==> src/rtl/fetch_redirect_ctrl.sv <==
// fetch_redirect_ctrl: merges front-end redirect requests into one next-PC
// redirect for the PC generator. Fixed priority dly > exc > res > replay > pre.
// A redirect is held until fetch accepts it. A resolved-branch mispredict is
// parked until that branch's delay slot has been fetched.
// Optional build macro: REDIRECT_STATS_EN adds per-source accept counters.
//
// state   | meaning
// IDLE    | no redirect pending
// PEND    | redirect_valid_o high, waiting for ready_i
// WAIT_DS | resolved-branch redirect parked until the delay slot is fetched
module fetch_redirect_ctrl #(
  parameter int                   VADDR_W  = 32,
  parameter logic [VADDR_W-1:0]   BOOT_VEC = 'hbfc00000,
  parameter int                   STAT_W   = 32
) (
  input  logic               clk_i,
  input  logic               rst_i,
  input  logic               ready_i,
  input  logic               except_valid_i,
  input  logic [VADDR_W-1:0] except_vec_i,
  input  logic               dly_mispredict_i,
  input  logic [VADDR_W-1:0] dly_target_i,
  input  logic               res_mispredict_i,
  input  logic               res_taken_i,
  input  logic [VADDR_W-1:0] res_target_i,
  input  logic [VADDR_W-1:0] res_pc_i,
  input  logic               res_ds_fetched_i,
  input  logic               ds_fetch_done_i,
  input  logic               replay_valid_i,
  input  logic [VADDR_W-1:0] replay_vaddr_i,
  input  logic               pre_mispredict_i,
  input  logic [VADDR_W-1:0] pre_target_i,
  output logic               redirect_valid_o,
  output logic [VADDR_W-1:0] redirect_vaddr_o,
  output logic [2:0]         redirect_src_o,
  output logic               flush_front_o,
  output logic               busy_o,
  input  logic [2:0]         stat_sel_i,
  output logic [STAT_W-1:0]  stat_count_o
);

  typedef enum logic [1:0] {IDLE, PEND, WAIT_DS} state_e;

  localparam logic [2:0] SRC_NONE = 3'd0;
  localparam logic [2:0] SRC_DLY  = 3'd1;
  localparam logic [2:0] SRC_EXC  = 3'd2;
  localparam logic [2:0] SRC_RES  = 3'd3;
  localparam logic [2:0] SRC_RPL  = 3'd4;
  localparam logic [2:0] SRC_PRE  = 3'd5;

  state_e             state_q, state_d;
  logic [VADDR_W-1:0] vaddr_q, vaddr_d;
  logic [2:0]         src_q, src_d;

  logic [2:0]         win_src;
  logic [VADDR_W-1:0] win_addr;
  logic [VADDR_W-1:0] res_addr;
  logic               take;

  // Not-taken path skips the branch and its delay slot; wraps at 2^VADDR_W.
  assign res_addr = res_taken_i ? res_target_i : res_pc_i + VADDR_W'(8);

  // Fixed-priority pick; later assignments override, so dly ends up on top.
  always_comb begin
    win_src  = SRC_NONE;
    win_addr = '0;
    if (pre_mispredict_i) begin win_src = SRC_PRE; win_addr = pre_target_i;   end
    if (replay_valid_i)   begin win_src = SRC_RPL; win_addr = replay_vaddr_i; end
    if (res_mispredict_i) begin win_src = SRC_RES; win_addr = res_addr;       end
    if (except_valid_i)   begin win_src = SRC_EXC; win_addr = except_vec_i;   end
    if (dly_mispredict_i) begin win_src = SRC_DLY; win_addr = dly_target_i;   end
  end

  // Next-state logic: decide whether the winning request is taken this cycle.
  always_comb begin
    state_d = state_q;
    vaddr_d = vaddr_q;
    src_d   = src_q;
    take    = 1'b0;
    unique case (state_q)
      IDLE: take = (win_src != SRC_NONE);
      PEND: begin
        if (ready_i) begin
          // Accept completes; a same-cycle request is handled as from IDLE.
          take = (win_src != SRC_NONE);
          if (!take) begin
            state_d = IDLE;
            src_d   = SRC_NONE;
          end
        end else begin
          take = (win_src != SRC_NONE) && (win_src < src_q);
        end
      end
      WAIT_DS: begin
        if (win_src == SRC_DLY || win_src == SRC_EXC) begin
          take = 1'b1;
        end else if (ds_fetch_done_i) begin
          state_d = PEND;
        end
      end
      default: begin
        state_d = IDLE;
        src_d   = SRC_NONE;
      end
    endcase
    if (take) begin
      vaddr_d = win_addr;
      src_d   = win_src;
      state_d = (win_src == SRC_RES && !res_ds_fetched_i) ? WAIT_DS : PEND;
    end
  end

  // State and held redirect registers.
  always_ff @(posedge clk_i) begin
    if (rst_i) begin
      state_q <= IDLE;
      vaddr_q <= BOOT_VEC;
      src_q   <= SRC_NONE;
    end else begin
      state_q <= state_d;
      vaddr_q <= vaddr_d;
      src_q   <= src_d;
    end
  end

  assign redirect_valid_o = (state_q == PEND);
  assign redirect_vaddr_o = vaddr_q;
  assign redirect_src_o   = src_q;
  assign flush_front_o    = redirect_valid_o & ready_i;
  assign busy_o           = (state_q != IDLE);

`ifdef REDIRECT_STATS_EN
  logic [STAT_W-1:0] cnt_q [1:5];

  // Saturating per-source count of accepted redirects.
  always_ff @(posedge clk_i) begin
    if (rst_i) begin
      for (int i = 1; i <= 5; i++) cnt_q[i] <= '0;
    end else if (flush_front_o && src_q >= SRC_DLY && src_q <= SRC_PRE) begin
      if (cnt_q[src_q] != '1) cnt_q[src_q] <= cnt_q[src_q] + STAT_W'(1);
    end
  end

  // Counter readback; unused selects read zero.
  always_comb begin
    stat_count_o = '0;
    if (stat_sel_i >= SRC_DLY && stat_sel_i <= SRC_PRE) stat_count_o = cnt_q[stat_sel_i];
  end
`else
  logic unused_stat_sel;
  assign unused_stat_sel = ^stat_sel_i;
  assign stat_count_o    = '0;
`endif

endmodule

==> config.mk <==
export PLATFORM = sky130hd
export DESIGN_NAME = fetch_redirect_ctrl
export DESIGN_NICKNAME = d
export VERILOG_FILES = /design/src/rtl/fetch_redirect_ctrl.sv
export SDC_FILE = /design/constraint.sdc
export NUM_CORES = 1
export LEC_CHECK = 0
export BUFFER_PORTS_ARGS = -buffer_cell sky130_fd_sc_hd__buf_2
export CAP_MARGIN = 20
export CORE_AREA = 5 5 105 107
export CTS_CLUSTER_DIAMETER = 60
export DETAILED_ROUTE_END_ITERATION = 8
export DIE_AREA = 0 0 110 112
export GPL_ROUTABILITY_DRIVEN = 0
export PLACE_DENSITY = 0.74
export SLEW_MARGIN = 5
export SYNTH_ARGS = -nofsm -noshare
export SYNTH_HDL_FRONTEND = slang
export SYNTH_SLANG_ARGS = --single-unit
==> constraint.sdc <==
create_clock -name clk_i -period 3.05 [get_ports clk_i]
set_input_delay 0.1525 -clock clk_i [delete_from_list [all_inputs] [get_ports clk_i]]
set_output_delay 0.1525 -clock clk_i [all_outputs]
set_load 0.01 [all_outputs]
After elaboration in Yosys (flattened, before gate mapping):

Index checks and enable logic that the tools add are counted.

* flip-flop bits (word level): 37
* bits of input ports: 206
* output and inout bits: 70
* word-level logic and storage cells: 52

* add/sub/neg operators: 1
* $lt $le $gt $ge: 1
* equal/unequal tests: 11
* mux-type cells: 25
* bitwise gates (word level): 1
* reductions and logical operators: 10

Operators with widths (count)
* 2-to-1 mux 32 bit: 6
* adder 32 x 4 -> 32 bit, second input constant: 1
* 2-to-1 mux 3 bit: 8
* 2-to-1 mux 2 bit: 6
* inequality test 3 bit, second input constant: 3
* equality test 3 x 2 -> 1 bit, second input constant: 2
* one-hot mux 2 bit (3 select lines): 1
* one-hot mux 3 bit (2 select lines): 1
* AND reduction 5 bit: 1
* equality test 3 x 1 -> 1 bit, second input constant: 1
* less-than comparator 3 bit: 1
* inequality test 3 x 2 -> 1 bit, second input constant: 1
* one-hot mux 1 bit (3 select lines): 1
* AND reduction 3 bit: 1
* nonzero test 3 bit: 1
* equality test 2 x 1 -> 1 bit, second input constant: 1
* equality test 2 bit, second input constant: 1
* logical AND 1 bit: 2
* logical NOT 2 bit: 1
* 2-to-1 mux 1 bit: 2
* inequality test 2 x 1 -> 1 bit, second input constant: 1
* inequality test 2 bit, second input constant: 1
* nonzero test 2 bit: 1
* OR reduction 2 bit: 1
* 3 further kinds: 3

Logic depth before layout (Yosys ltp):

Gate-level depths: netlist (run 1).

* depth after elaboration: 11
* mapped depth: 14
* gate-level depth less buffers: 10

Worst setup path after synthesis (run 1):

OpenSTA, ideal clock, no wires.

* path type: input-to-reg
* start: input dly_mispredict_i
* end: register vaddr_q[23], in the netlist redirect_vaddr_o[23]
* setup time: 0.122 ns
* data arrival time: 2.428 ns
* data required time: 2.928 ns
* setup slack: 0.500 ns
* cell stages on the path: 12
* path buffers: 5
* cell sequence: clkbuf_1 clkbuf_1 clkbuf_1 nor2_1 ha_1 o21ai_0 a32o_1 a41oi_1 or2_1 buf_2 buf_4 a221o_1

* word-level cells in the longest chain between the ends: 5
* elaborated cells on any way between the ends: 11

Ends and longest elaborated chain
* start, declared: line 21 `input logic dly_mispredict_i,`
* 2-to-1 mux 3 bit: line 71 `if (dly_mispredict_i) begin win_src = SRC_DLY; win_addr = dly_target_i; end`
* less-than comparator 3 bit (tied with other cells): line 91 `take = (win_src != SRC_NONE) && (win_src < src_q);`
* logical AND 1 bit / logical OR 1 bit (equally long branches): line 91, 95
* 2-to-1 mux 1 bit (on tied branches): line 83, 95
* one-hot mux 1 bit (3 select lines): line 80 `unique case (state_q)`
* end signal, assigned: line 121 `vaddr_q <= vaddr_d;`
* end, declared: line 52 `logic [VADDR_W-1:0] vaddr_q, vaddr_d;`

Parallel ways exist; a longest one is shown, timed or not.
A chain may end at the register's enable or synchronous reset.

Worst setup path after layout (run 1):

* start: register state_q[1]
* end: register vaddr_q[28], in the netlist redirect_vaddr_o[28]

* word-level cells in the longest chain between the ends: 2
* elaborated cells on any way between the ends: 4

Ends and longest elaborated chain
* start, declared: line 51 `state_e state_q, state_d;`
* start signal, assigned: line 120 `state_q <= state_d;`
* equality test 2 bit (tied with other cells): line 80
* one-hot mux 1 bit (3 select lines) *: line 80

Mark *: on every way between the ends. The rest lies on a longest branch, timed or not.

==> impl_metrics.tcl, run 1 <==
set metrics [dict create \
    cts.htree.levels 2 \
    gr-total-overflow 0 \
    ir_drop_mv 0.200 \
    report.final.slew_viol_count 0 \
    cpMaxStageDelayCell "or2_1" \
    rr_endpoint "redirect_vaddr_o[28]$_SDFFE_PP1P_" \
    worstHoldPathCells 3 \
    critical_path_arrival_ns 2.68 \
    power_mw 1.53 \
    power.share.clock 0.227 \
    cp-end-kind "register" \
    dr_total_vias 4738 \
    required_ns 3.23 \
    final_nets 916 \
    synth.distinct_cells 55 \
    power_frac_seq 0.368 \
    setup_slack_ns 0.553 \
    insertion_delay_ns 0.29 \
    grt_pass1_wl_mm 23.5 \
    ys_seq_area_frac 0.210 \
    r2r_slack_ns 0.55 \
    hold_start "dly_target_i[18]" \
    crit_path_max_incr_delay_ns 0.54 \
    path_cells "or3b_1 > a32o_1 > a41oi_1 > or2_1 > a21oi_1 > a221o_1" \
    syn_avg_cell_area_um2 7.30 \
    worst_pin_slew_ns 0.947 \
    min_period_ns 2.50 \
    max_freq_ghz 0.400 \
    fin_setup_tns_ns 0 \
    netlist_instances 484 \
    initial_core_util 0.351 \
    std_cell_rows 37 \
    area_delta_synth_final_pct 37.0 \
    pwr-share-comb 0.405 \
    holdPathEnd "redirect_vaddr_o[18]$_SDFFE_PP0P_" \
    numCtsBuffers 5 \
    die-area_um2 12300 \
    grt_pass1_vias 4578 \
    diodes 0 \
    routed_via_density 5.61 \
    setup_violations 0 \
    fin_worst_skew_ns 0.00581 \
    cts_buffer_depth 2 \
    crit_path_start_kind "register" \
    swShare 0.370 \
    hold_ws_ns 0.139 \
    crit_fanout 12 \
    hpwl_mm 12.6 \
    clkTransAtPathRegs_ns 0.08 \
    syn_area_um2 3530 \
    ctsResizeCount 0 \
    yosys_most_used_dff "dfxtp_1" \
    drt_iter0_markers 352 \
    status "completed" \
    r2r-start "state_q[1]$_SDFFE_PP0P_" \
    rsz0062_at_grt "no" \
    drive_above_1_share 0.388 \
    cts_tree "yes" \
    numClockSinks 37 \
    critPathKind "register to register" \
    drt_pass1_iterations 6 \
    ioPinCount 276 \
    numPortBuffers 240 \
    layout_worst_path_cycle_share 0.819 \
    p_int_mw 0.964 \
    r2r_cells 6 \
    routed_wl_mm 15.8 \
    hold_buffers 0 \
    cts_setup_buffers 0 \
    wl_per_cell_um 18.8 \
    switchingPower_mw 0.566 \
    async_reset_ff_frac 0 \
    p_leak_nw 2.20 \
    root_buffer "clkbuf_8" \
    drtAntennaViolNets 0 \
    hold_path_class "primary input to register" \
    place_ws_ns 0.440 \
    maxCapViolCount 0 \
    hold_viol 0 \
    synth-edff-count 0 \
    yosysWarnings 0 \
    chipHeight_um 112 \
    core_area_um2 10000 \
    antenna_found_initial 0 \
    max_slew_margin 0.363 \
    power-per-cell-area_nw_per_um2 316 \
    route.detailed.drc 0 \
    grt_use_total 0.241 \
    die_w_um 110 \
    grt_max_degree 45 \
    synth_seq_cells 37 \
]
power by group through the flow:
stage	Sequential (mW)	Combinational (mW)	Clock (mW)
2_1_floorplan	0.594	0.325	0
3_3_place_gp	0.572	0.598	0
3_5_place_dp	0.573	0.611	0
4_1_cts	0.562	0.613	0.359
5_1_grt	0.569	0.677	0.377
6_report	0.563	0.620	0.348
state kept, by name (all words and copies together) (netlist names):
register          flops
redirect_src_o        3
redirect_vaddr_o     32
state_q               2
layer usage:
layer,GRT usage,vias to the layer above,part of all wire,wire length (um)
li1,-,2228,-,-
met1,0.320,2171,0.40,6350
met2,0.381,303,0.47,7520
met3,0.0429,36,0.097,1540
met4,0.0948,0,0.027,427
met5,0,-,0,0
worst max-delay path: cells and delay by family, from the launching register on:
kind,cells,cell delay (ns)
DFF,1,0.49
and+or+nand+nor,2,0.93
AOI/OAI and AO/OA,4,0.98
area by class of cell:
type	count	area [um^2]
Sequential cell	37	741
Inverter	10	37.5
Tap cell	136	170
Timing Repair Buffer	258	1350
Fill cell	1033	5210
Multi-Input combinational cell	395	2460
Clock inverter	2	10.0
Clock buffer	6	72.6
cells in the mapped netlist (all sizes together) (6+ instances only):
cell type / instances / share of area
a22oi: 19 / 0.040
nor2: 42 / 0.045
a21oi: 35 / 0.050
buf: 46 / 0.090
nand4: 7 / 0.017
nor3: 22 / 0.031
nand3: 15 / 0.021
xnor2: 18 / 0.045
a211oi: 13 / 0.028
xor2: 7 / 0.017
a221oi: 27 / 0.067
clkbuf: 27 / 0.029
nor4: 6 / 0.012
o21ai: 28 / 0.040
nand3b: 7 / 0.015
inv: 9 / 0.0096
o211ai: 9 / 0.019
dfxtp: 37 / 0.21
nand2: 33 / 0.035
o221ai: 8 / 0.020
cell families (layout without fill, tap and decap cells):
group	count (synthesis)	in the layout	share of synthesized area
other	1	32	0.00106
adders and majority gates	3	3	0.0106
DFF	37	37	0.210
buffers and inverters	83	276	0.129
and+or+nand+nor	153	153	0.218
muxes	7	7	0.0213
AOI/OAI and AO/OA	175	175	0.349
xor gates and xnor gates	25	25	0.0620
cells in the final DEF (no fill, tap or decap), types with 17 or more instances in the layout:
cell type  instances
dfxtp_1           37
buf_2            240
a22oi_1           19
nor2_1            41
conb_1            32
a21oi_1           35
buf_4             17
nand2_1           33
o21ai_0           28
a221oi_1          27
nor3_1            22
xnor2_1           18
worst max-delay path by stage:
stage / cells after the start / to / slack, ns / start
floorplan: 12 / redirect_vaddr_o[23]$_SDFFE_PP1P_ / 0.50 / dly_mispredict_i
global placement: 11 / redirect_vaddr_o[23]$_SDFFE_PP1P_ / 0.51 / except_valid_i
detailed placement: 11 / redirect_vaddr_o[28]$_SDFFE_PP1P_ / 0.44 / res_mispredict_i
CTS: 6 / redirect_vaddr_o[28]$_SDFFE_PP1P_ / 0.56 / state_q[1]$_SDFFE_PP0P_
global route: 7 / redirect_vaddr_o[16]$_SDFFE_PP0P_ / 0.35 / state_q[1]$_SDFFE_PP0P_
finish: 6 / redirect_vaddr_o[28]$_SDFFE_PP1P_ / 0.55 / state_q[1]$_SDFFE_PP0P_
stage by stage:
stage	std cells	instance area, um^2	util
5_1_grt	844	4840	0.481
4_1_cts	844	4840	0.481
3_3_place_gp	836	4750	0.473
6_report	844	4840	0.481
3_5_place_dp	836	4750	0.473
2_1_floorplan	515	3650	-
(Power assumes the default switching activity.)
==> run 2: changes to the inputs <==
clock period = 2.3 ns   (was 3.05 ns; I/O delays follow)
==> run 2 against run 1 <==
  * Clock skew up 0.0021 ns
  * Cell count up 1.3%
  * Critical path depth up 3
  * Via count up 0.53%
  * Die area unchanged
  * Combinational power up 37%
  * Critical path type unchanged
  * Flip-flop and latch count unchanged
  * Utilization up 1.1 points
  * Cell area up 2.3%
  * Maximum frequency up 15%
  * Highest routed layer is now met5
  * Worst setup slack worse by 0.42 ns
==> impl_metrics.tcl, run 2 (same netlist as run 1, synthesis figures left out) <==
set metrics [dict create \
    drt_iter0_markers 394 \
    rsz0062_at_grt "no" \
    layout_worst_path_cycle_share 0.940 \
    crit_path_start_kind "register" \
    path_buf_inv 2 \
    critPathKind "register to register" \
    ir_drop_mv 0.233 \
    grt_use_total 0.250 \
    required_ns 2.49 \
    dp.cells 846 \
    design_area_um2 4950 \
    maxCapViolCount 0 \
    worst_pin_slew_ns 0.740 \
    numPortBuffers 240 \
    layout.cells.non_filler 855 \
    drive_above_1_share 0.404 \
    mostFrequentLayoutCell "buf_2" \
    status "completed" \
    hold_buffers 0 \
    cp-end-kind "register" \
    area_delta_synth_final_pct 40.1 \
    die_w_um 110 \
    numClockSinks 37 \
    hold_ws_ns 0.103 \
    max_freq_ghz 0.462 \
    drtAntennaViolNets 0 \
    gr-total-overflow 0 \
    min_period_ns 2.16 \
    hold_viol 0 \
    largest_reg_flops 32 \
    cts.htree.levels 2 \
    p_leak_nw 2.26 \
    ioPinCount 276 \
    cpMaxStageDelayCell "dfxtp_1" \
    initial_core_util 0.351 \
    numCtsBuffers 5 \
    max_slew_margin 0.506 \
    hold_path_class "primary input to register" \
    power_mw 2.05 \
    cts_tree "yes" \
    power-per-cell-area_nw_per_um2 415 \
    route.detailed.drc 0 \
    dr_total_vias 4763 \
    insertion_delay_ns 0.29 \
    root_buffer "clkbuf_8" \
    report.final.slew_viol_count 0 \
    dpl_cell_area_um2 4830 \
    crit_path_max_incr_delay_ns 0.37 \
    drt_pass1_iterations 5 \
    routed_wl_mm 16.3 \
    die-area_um2 12300 \
    final_nets 926 \
    grt_pass1_vias 4589 \
    std_cell_rows 37 \
    wl_per_cell_um 19.0 \
    path_cells "inv_1 > ha_1 > o21ai_0 > a32o_1 > a41oi_2 > or2_4 > buf_12 > nor2_1 > a22o_1" \
    chipHeight_um 112 \
    setup_violations 0 \
    post-route-util 0.492 \
    cp_top_family "compound AO/OA/AOI/OAI gates" \
    routed_via_density 5.57 \
    core_area_um2 10000 \
    fin_worst_skew_ns 0.00788 \
    clkTransAtPathRegs_ns 0.08 \
    crit_fanout 31 \
    antenna_found_initial 3 \
    grt_max_degree 46 \
    critical_path_arrival_ns 2.36 \
    hpwl_mm 13.4 \
    cts_buffer_depth 2 \
    grt_pass1_wl_mm 24.0 \
    mostFrequentLayoutCells "buf_2 (240), nor2_1 (41), dfxtp_1 (37), a21oi_1 (35), nand2_1 (33)" \
]
## run 2: cell type report
type | count | area [um^2]
inverters | 10 | 37.5
fillers | 1044 | 5100
diodes | 1 | 2.50
well taps | 136 | 170
clock buffers | 5 | 68.8
flip-flops and latches | 37 | 741
repair buffers | 268 | 1420
multi-input cells | 395 | 2480
clock inverters | 3 | 21.3
## run 2: worst min-delay path: stages
cell and delay (ns):
buf_2 0.10, nor2_1 0.08, o41ai_1 0.06
## run 2: timing repair
| action | 4_1_cts | 5_1_grt |
|---|---|---|
| gates resized for setup | 0 | 4 |
| buffers inserted | 0 | 0 |
| endpoints found under the setup margin | 0 | 25 |
| endpoints found under the hold margin | 0 | 0 |
## run 2: per-layer routing
metal	track usage	share of wire
met2	0.405	0.47
met3	0.0458	0.11
met4	0.0848	0.027
met5	0	0.0017
met1	0.330	0.40
## run 2: through the flow
| stage | worst slack, ns | TNS [ns] |
|---|---|---|
| 3_5_place_dp | -0.0135 | -0.0196 |
| 2_1_floorplan | 0.00365 | 0 |
| 3_3_place_gp | 0.0795 | 0 |
| 4_1_cts | 0.0864 | 0 |
| 6_report | 0.137 | 0 |
| 5_1_grt | 0.0121 | 0 |
## run 2: worst paths after layout
kind,slack [ns],start,to,depth (start not counted)
max,0.14,redirect_src_o[2]$_SDFFE_PP0P_,redirect_src_o[2]$_SDFFE_PP0P_,9
min,0.10,dly_target_i[19],redirect_vaddr_o[19]$_SDFFE_PP0P_,3
max reg2reg,0.14,redirect_src_o[2]$_SDFFE_PP0P_,redirect_src_o[2]$_SDFFE_PP0P_,9
min reg2reg,0.46,redirect_vaddr_o[8]$_SDFFE_PP0P_,redirect_vaddr_o[8]$_SDFFE_PP0P_,2
## run 2: power breakdown
group	internal, mW	leakage [nW]	switching, mW
clock network	0.215	0.0445	0.244
logic	0.374	1.91	0.474
registers	0.709	0.308	0.0368
total	1.30	2.26	0.754
==> run 3: changes to the inputs <==
ABC_AREA = 1   (was not set)
CORE_AREA = not set   (was 5 5 105 107)
CORE_MARGIN = 5   (was not set)
CORE_UTILIZATION = 43   (was not set)
CTS_BUF_LIST = sky130_fd_sc_hd__clkbuf_16   (was not set)
DIE_AREA = not set   (was 0 0 110 112)
PLACE_DENSITY = 0.82   (was 0.74)
SETUP_SLACK_MARGIN = 0.1   (was not set)
==> run 3 against run 2 <==
  * Critical path depth rose by 2
  * Die area decreased by 6.0%
  * Global-route usage grew 2.2 points
  * Clock power grew 46%
  * Cell area rose by 9.5%
  * Critical endpoint is now redirect_vaddr_o[6]$_SDFFE_PP0P_
  * Highest routed layer is now met4
==> impl_metrics.tcl, run 3 <==
set metrics [dict create \
    drive_above_1_share 0.296 \
    p_leak_nw 2.80 \
    yosysMostFrequentCell "nand2_1" \
    gr-total-overflow 0 \
    numClockSinks 37 \
    std_cell_rows 35 \
    clkTransAtPathRegs_ns 0.06 \
    numPortBuffers 240 \
    synth.distinct_cells 43 \
    largest_reg_flops 32 \
    grt_use_total 0.272 \
    r2r-start "redirect_src_o[2]$_SDFFE_PP0P_" \
    mostFrequentLayoutCells "buf_2 (240), nand2_1 (177), nor2_1 (146), a21oi_1 (55)" \
    ir_drop_mv 0.410 \
    ctsResizeCount 0 \
    max_freq_ghz 0.519 \
    required_ns 2.45 \
    switchingPower_mw 0.883 \
    mostFrequentLayoutCell "buf_2" \
    hold_ws_ns 0.120 \
    core_area_um2 9280 \
    netlist_instances 722 \
    report.final.slew_viol_count 0 \
    maxCapViolCount 0 \
    synth-edff-count 0 \
    hold_start "dly_target_i[10]" \
    yosysTopAreaCell "dfxtp_1" \
    crit_path_start_kind "register" \
    cts_tree "yes" \
    route.detailed.drc 0 \
    synth_seq_cells 37 \
    grt_max_degree 51 \
    drt_iter0_markers 305 \
    design_area_um2 5410 \
    drt_pass1_iterations 5 \
    yosysWarnings 0 \
    async_reset_ff_frac 0 \
    syn_area_um2 4100 \
    critical_path_arrival_ns 2.08 \
    hpwl_mm 13.4 \
    worst_pin_slew_ns 0.530 \
    diodes 0 \
    hold_buffers 0 \
    crit_path_max_incr_delay_ns 0.35 \
    numCtsBuffers 5 \
    synthTopCellsByArea "dfxtp_1 (18%), nand2_1 (16%), nor2_1 (13%), a21oi_1 (6.7%), buf_4 (6.0%)" \
    die_w_um 108 \
    status "completed" \
    p_int_mw 1.52 \
    r2r_cells 11 \
    power_frac_seq 0.318 \
    wl_per_cell_um 15.7 \
    drtAntennaViolNets 0 \
    insertion_delay_ns 0.28 \
    routed_wl_mm 16.8 \
    layout_worst_path_cycle_share 0.838 \
    fin_worst_skew_ns 0.00558 \
    fin_setup_tns_ns 0 \
    grt_pass1_wl_mm 24.8 \
    cts.htree.levels 2 \
    swShare 0.368 \
    power-per-cell-area_nw_per_um2 443 \
    root_buffer "clkbuf_16" \
    dr_total_vias 5503 \
    area_delta_synth_final_pct 32.2 \
    hold_viol 0 \
    max_slew_margin 0.647 \
    cp-end-kind "register" \
    die-area_um2 11600 \
    hold_path_class "primary input to register" \
    critPathKind "register to register" \
    dpl_cell_area_um2 5270 \
    cts_setup_buffers 0 \
    initial_core_util 0.441 \
    worstHoldPathCells 3 \
    synth_commonest_cells "nand2_1 (177), nor2_1 (147), a21oi_1 (55)" \
    cts_buffer_depth 2 \
    min_period_ns 1.93 \
    grt_pass1_vias 5101 \
    chipHeight_um 108 \
    synth_top_area_frac 0.181 \
    dp.cells 1064 \
    final_nets 1151 \
    antenna_found_initial 0 \
    layout.cells.non_filler 1072 \
    yosys_most_used_dff "dfxtp_1" \
    syn_avg_cell_area_um2 5.67 \
    ys_seq_area_frac 0.181 \
    crit_fanout 24 \
    pwr-share-comb 0.402 \
    power.share.clock 0.280 \
    path_cells "inv_1 > ha_1 > a211oi_1 > nand2_1 > nand2_2 > nor2_1 > nor2_4 > buf_12 > o21ai_0 > o21ai_0 > nor2_1" \
    cpMaxStageDelayCell "dfxtp_1" \
    ioPinCount 276 \
    cp-startpoint "redirect_src_o[2]$_SDFFE_PP0P_" \
    setup_violations 0 \
    rsz0062_at_grt "no" \
    routed_via_density 5.13 \
    fill_cells 1005 \
]
-- run 3: area by class of cell --
class	instances	area, um^2	share of cell area
Multi-Input combinational cell	599	2840	0.525
Timing Repair Buffer	254	1360	0.251
Sequential cell	37	741	0.137
Inverter	45	171	0.0317
Tap cell	129	161	0.0298
Clock buffer	5	125	0.0231
Clock inverter	3	17.5	0.00324
-- run 3: critical path: cells and delay by family, from the launching register on --
kind | cells | cell delay [ns]
buffers and inverters | 2 | 0.24
AOI/OAI and AO/OA | 3 | 0.41
and+or+nand+nor | 5 | 0.50
adders and majority gates | 1 | 0.30
DFF | 1 | 0.35
-- run 3: logic make-up after synthesis --
logic type / share of synthesized area
flops: 0.181
xor+xnor: 0.00856
buf+inv: 0.154
fa+ha+maj: 0.00917
simple gates: 0.401
other cells: 0.000916
compound gates: 0.245
-- run 3: through the flow --
step                total power, mW  utilization  worst slack [ns]
finish                         2.40        0.583             0.372
global route                   2.55        0.583             0.188
global placement               1.73        0.568             0.225
detailed placement             1.73        0.568             0.155
floorplan                      1.37            -             0.401
CTS                            2.41        0.583             0.394
-- run 3: path summary, 6_finish.rpt --
kind	endpoint	slack [ns]
max	redirect_vaddr_o[6]$_SDFFE_PP0P_	0.37
max reg2reg	redirect_vaddr_o[6]$_SDFFE_PP0P_	0.37
min	redirect_vaddr_o[10]$_SDFFE_PP0P_	0.12
min reg2reg	redirect_vaddr_o[15]$_SDFFE_PP0P_	0.46
-- run 3: power by group through the flow --
stage               combinational, mW  clock, mW  sequential [mW]
global route                     1.07      0.705            0.772
CTS                             0.962      0.682            0.763
detailed placement              0.959          0            0.774
floorplan                       0.559          0            0.809
global placement                0.951          0            0.775
finish                          0.965      0.672            0.763
-- run 3: routing by layer --
| metal | track usage | routed length [um] | vias to the layer above |
|---|---|---|---|
| li1 | - | - | 2772 |
| met1 | 0.305 | 6140 | 2414 |
| met2 | 0.491 | 8380 | 285 |
| met3 | 0.0678 | 1790 | 32 |
| met4 | 0.102 | 523 | 0 |
| met5 | 0 | 0 | - |
